$ cat config.mk
export PLATFORM = sky130hd
export DESIGN_NAME = i_scan_controller
export DESIGN_NICKNAME = d
export VERILOG_FILES = /design/src/rtl/i_scan_controller.sv
export SDC_FILE = /design/constraint.sdc
export NUM_CORES = 1
export LEC_CHECK = 0
export BUFFER_PORTS_ARGS = -buffer_cell sky130_fd_sc_hd__buf_2
export CAP_MARGIN = 15
export CORE_MARGIN = 1
export CORE_UTILIZATION = 40
export DETAILED_ROUTE_END_ITERATION = 6
export PLACE_DENSITY = 0.64
export SYNTH_ARGS = -nofsm -noshare
export SYNTH_HDL_FRONTEND = slang
export SYNTH_SLANG_ARGS = --single-unit
$ cat constraint.sdc
create_clock -name clk -period 4.65 [get_ports clk]
set_clock_uncertainty 0.15 [all_clocks]
set_input_delay 0.2325 -clock clk [delete_from_list [all_inputs] [get_ports clk]]
set_output_delay 0.2325 -clock clk [all_outputs]
set_load 0.005 [all_outputs]
$ cat src/rtl/i_scan_controller.sv
// i_scan_controller: walks a programmed width x height frame one pixel at a
// time, issuing one rd_req/rd_ack read per pixel. Column, row and linear
// address (base + row*width + col) are tracked incrementally, no multiplier.
// Optional feature macro: I_SCAN_SERPENTINE_EN (odd rows run right-to-left).
module i_scan_controller #(
  parameter int ADDR_W = 32
) (
  input  logic              clk,
  input  logic              n_rst,
  input  logic              start,
  input  logic              abort,
  input  logic [12:0]       img_width,
  input  logic [12:0]       img_height,
  input  logic [ADDR_W-1:0] base_addr,
  output logic              rd_req,
  output logic [ADDR_W-1:0] rd_addr,
  input  logic              rd_ack,
  output logic [12:0]       cur_col,
  output logic [12:0]       cur_row,
  output logic              busy,
  output logic              done,
  output logic              cfg_err
);

  typedef enum logic [1:0] {
    IDLE,
    REQ,
    DONE
  } state_t;

  state_t            state_q, state_d;
  logic [12:0]       width_q, width_d;
  logic [12:0]       height_q, height_d;
  logic [12:0]       col_d, row_d;
  logic [ADDR_W-1:0] addr_d;
  logic [ADDR_W-1:0] width_ext;
  logic              rd_req_d, busy_d, done_d, cfg_err_d;
  logic              row_end, last_pix;
`ifndef I_SCAN_SERPENTINE_EN
  logic [ADDR_W-1:0] row_base_q, row_base_d;
`endif

  assign width_ext = ADDR_W'(width_q);

  // Detect the final pixel of the current row and of the whole frame
  always_comb begin
    row_end  = 1'b0;
    last_pix = 1'b0;
`ifdef I_SCAN_SERPENTINE_EN
    if (cur_row[0]) row_end = (cur_col == 13'd0);
    else            row_end = (cur_col == width_q - 13'd1);
`else
    row_end = (cur_col == width_q - 13'd1);
`endif
    last_pix = row_end && (cur_row == height_q - 13'd1);
  end

  // Next-state, position advance and registered-output decode
  always_comb begin
    state_d   = state_q;
    width_d   = width_q;
    height_d  = height_q;
    col_d     = cur_col;
    row_d     = cur_row;
    addr_d    = rd_addr;
`ifndef I_SCAN_SERPENTINE_EN
    row_base_d = row_base_q;
`endif
    rd_req_d  = 1'b0;
    busy_d    = 1'b0;
    done_d    = 1'b0;
    cfg_err_d = 1'b0;
    case (state_q)
      IDLE: begin
        if (start) begin
          if ((img_width == 13'd0) || (img_height == 13'd0)) begin
            cfg_err_d = 1'b1;
          end else begin
            width_d  = img_width;
            height_d = img_height;
            col_d    = '0;
            row_d    = '0;
            addr_d   = base_addr;
`ifndef I_SCAN_SERPENTINE_EN
            row_base_d = base_addr;
`endif
            state_d  = REQ;
            rd_req_d = 1'b1;
            busy_d   = 1'b1;
          end
        end
      end
      REQ: begin
        if (abort) begin
          state_d = IDLE;
        end else begin
          rd_req_d = 1'b1;
          busy_d   = 1'b1;
          if (rd_ack) begin
            if (last_pix) begin
              state_d  = DONE;
              rd_req_d = 1'b0;
              busy_d   = 1'b0;
              done_d   = 1'b1;
            end else begin
`ifdef I_SCAN_SERPENTINE_EN
              // Row change keeps the column, so the address just steps by width
              if (row_end) begin
                row_d  = cur_row + 13'd1;
                addr_d = rd_addr + width_ext;
              end else if (cur_row[0]) begin
                col_d  = cur_col - 13'd1;
                addr_d = rd_addr - ADDR_W'(1);
              end else begin
                col_d  = cur_col + 13'd1;
                addr_d = rd_addr + ADDR_W'(1);
              end
`else
              if (row_end) begin
                col_d      = '0;
                row_d      = cur_row + 13'd1;
                addr_d     = row_base_q + width_ext;
                row_base_d = row_base_q + width_ext;
              end else begin
                col_d  = cur_col + 13'd1;
                addr_d = rd_addr + ADDR_W'(1);
              end
`endif
            end
          end
        end
      end
      DONE: begin
        state_d = IDLE;
      end
      default: begin
        state_d = IDLE;
      end
    endcase
  end

  // State and output registers
  always_ff @(posedge clk or negedge n_rst) begin
    if (!n_rst) begin
      state_q  <= IDLE;
      width_q  <= '0;
      height_q <= '0;
      cur_col  <= '0;
      cur_row  <= '0;
      rd_addr  <= '0;
`ifndef I_SCAN_SERPENTINE_EN
      row_base_q <= '0;
`endif
      rd_req   <= 1'b0;
      busy     <= 1'b0;
      done     <= 1'b0;
      cfg_err  <= 1'b0;
    end else begin
      state_q  <= state_d;
      width_q  <= width_d;
      height_q <= height_d;
      cur_col  <= col_d;
      cur_row  <= row_d;
      rd_addr  <= addr_d;
`ifndef I_SCAN_SERPENTINE_EN
      row_base_q <= row_base_d;
`endif
      rd_req   <= rd_req_d;
      busy     <= busy_d;
      done     <= done_d;
      cfg_err  <= cfg_err_d;
    end
  end

endmodule

==> impl_metrics.toml <==
[synthesis]
synth-edff-count = 0
synth_top_cell_area_share_pct = 36.7
ys_warn_count = 0
syn-cell-area_sq_mm = 0.00825
syn_inst = 1016
ys_async_sr_fraction_pct = 100
syn_avg_cell_area_sq_um = 8.12
yosysTopAreaCell = "dfrtp_1"
yosysSeqAreaShare_pct = 36.7
yosys-top-cells-area = "dfrtp_1, nand2_1, xnor2_1, xor2_1, a21oi_1"
syn_nets = 1098
synth_cell_types = 71
ys_seq_elements = 121
synth_ff_type = "dfrtp_1"

[place]
numPortBuffers = 124
routabilityCongestion = 0.877
pre_cts_slack_ns = 0.398
hpwlAfterDp_um = 17400
dp_cells = 1366

[grt]
grt_util_met2_pct = 36.8
grt_max_degree = 80
grt-ovfl-total = 0
grt_pass1_vias = 7582
grt_use_met3_pct = 4.26
gr-usage-met1_pct = 35.3
gr-max-usage-layer = "met2"
grt_pass1_wl_um = 40800
track_usage_pct = 24.2
antenna_found_initial = 0

[floorplanning]
rows = 52
die_area_sq_mm = 0.0212
die_w_um = 146
coreArea_sq_mm = 0.0202
dieHeight_um = 146
start_util_pct = 40.8
io_pins = 125

[timing]
fin_setup_tns_ns = 0
fin_crit_ns = 4.28
fin_crit_sh_pct = 91.9
hold_viol_final = 0
grt_setup_unrepaired = "false"
layout_setup_ws_ns = 0.375
fmax_ghz = 0.234
setup_violations = 0
relSlewSlack_pct = 35.0
maxSlewViolCount = 0
tightest_slew_ns = 0.971

[power]
peakVddDrop_mv = 0.276
power_frac_comb_pct = 39.8
power.share.switching_pct = 41.5
switchingPower_mw = 2.07
p_leak_nw = 4.40
power.share.clock_pct = 24.3
internal_power_mw = 2.92
power.density_mw_per_mm2 = 494
seqPwrFrac_pct = 35.9

[layout]
drive_gt1_share_pct = 16.4
instances_no_fill = 1438
final_nets = 1238
antennaDiodeCount = 0
synthToLayoutAreaGrowth_pct = 22.1

[detailed_routing]
dr.pass1.iters = 5
drt_iter0_drc = 744
routedWlPerCell_um = 17.6
via_per_inst = 5.71
antenna_left = 0
dr_total_vias = 8208
drc = 0
wl_um = 25300

[run]
maxCapViolations = 0

[clock_network]
clk_latency_ns = 0.43
cts_tree = "built"
cts_buffers = 17
cts.sinks = 121
clock-root-buffer = "clkbuf_16"
cts-resized-gates = 0
cts-htree-levels = 4
post_cts_buffers = 0
holdBufCountCts = 41
cts.clk_slew.worst_paths_ns = 0.06
clockBufferDepth = 2

[setup_path]
path_max_fanout = 42
crit_path_start_kind = "flip-flop"
worstPathArrival_ns = 4.47
cp.required_ns = 4.84
cp-end-kind = "flip-flop"
path_class = "reg -> reg"

[min_path]
hp-class = "in -> reg"

[outcome]
status = "completed"
==> power groups by stage <==
stage	clock network [mW]	logic, mW	registers (mW)
detailed placement	0	1.92	1.79
global placement	0	1.91	1.79
finish	1.21	1.98	1.79
global route	1.28	2.20	1.85
floorplan	0	1.41	1.67
CTS	1.23	1.96	1.78
==> synth_stat cells, drive strengths merged, types with 9 or more instances <==
master and instances:
nand2 174, dfrtp 121, nor2 72, a21oi 71, o21ai 61, clkbuf 53, xnor2 41, xor2 41
nand3 38, o31ai 29, inv 25, nand4 23, nor3 23, or4 20, ha 18, a31oi 16
and3 13, or3 12, nor4 11, a211oi 10, o211ai 10, o22ai 10, and2 9
==> metrics by stage <==
| step | hold WS [ns] | instance area, sq um | utilization [%] | power (mW) |
|---|---|---|---|---|
| after floorplan | -0.213 | 8250 | - | 3.07 |
| after global placement | 0.179 | 9130 | 45.1 | 3.70 |
| after detailed placement | 0.180 | 9130 | 45.1 | 3.71 |
| after CTS | 0.00558 | 10100 | 49.8 | 4.97 |
| after global routing | 0.0214 | 10100 | 49.8 | 5.33 |
| final | 0.0184 | 10100 | 49.8 | 4.98 |
==> sequential cells by signal (all words and copies together), names as in the netlist, 2 cells and up <==
signal and cells:
cur_row 13, row_base_q 32, rd_addr 32, cur_col 13
state_q 2, width_q 13, height_q 13
==> logic make-up after synthesis <==
group	synth area share [%]
buffers and inverters	4.05
adders and majority gates	2.97
muxes	1.02
and+or+nand+nor	25.4
DFF	36.7
AOI/OAI and AO/OA	21.1
xor gates and xnor gates	8.71
==> placed cells by master, fill, tap and decap left out, types with 13 or more instances in the layout <==
cell,synthesis,final
nand2_1,174,174
buf_2,6,123
dfrtp_1,121,121
nor2_1,72,71
a21oi_1,71,71
o21ai_0,61,61
xor2_1,41,41
xnor2_1,41,41
dlygate4sd3_1,0,41
nand3_1,38,38
o31ai_1,29,29
inv_1,25,25
nor3_1,22,22
nand4_1,22,22
or4_1,20,20
ha_1,18,18
clkbuf_16,0,17
buf_4,1,17
a31oi_1,16,16
and3_1,13,13
==> area by class of cell <==
| class | count | area [sq um] |
|---|---|---|
| Clock buffer | 19 | 453 |
| Tap cell | 270 | 338 |
| Multi-Input combinational cell | 809 | 4910 |
| Inverter | 25 | 93.8 |
| Fill cell | 1958 | 10200 |
| Clock inverter | 12 | 77.6 |
| Timing Repair Buffer | 182 | 1170 |
| Sequential cell | 121 | 3030 |
==> final timing paths <==
| kind | start | endpoint | slack, ns | depth (start not counted) |
|---|---|---|---|---|
| worst max-delay path | width_q[1] | cur_row[11] | 0.37 | 10 |
| worst min-delay path | base_addr[28] | row_base_q[28] | 0.02 | 3 |
| worst max register to register | width_q[1] | cur_row[11] | 0.37 | 10 |
| worst min register to register | row_base_q[0] | row_base_q[0] | 0.34 | 2 |
| max in group asynchronous | n_rst | height_q[3] | 3.07 | 3 |
| min in group asynchronous | n_rst | row_base_q[5] | 0.24 | 2 |
==> layer usage <==
| layer | part of all wire [%] | vias up |
|---|---|---|
| met1 | 48 | 3941 |
| li1 | - | 3972 |
| met3 | 5.6 | 27 |
| met2 | 45 | 268 |
| met4 | 1.4 | 0 |
| met5 | 0 | - |
==> worst max-delay path: stages, from the launching register on <==
cell      delay (ns)
dfrtp_1         0.42
inv_1           0.15
ha_1            0.19
or3b_1          0.46
a32o_1          0.29
or4_1           0.48
a211oi_2        0.33
nand4_2         0.29
a221o_2         0.69
or4_1           0.59
a21oi_1         0.15
No activity file was read; power rests on OpenSTA's default activity.
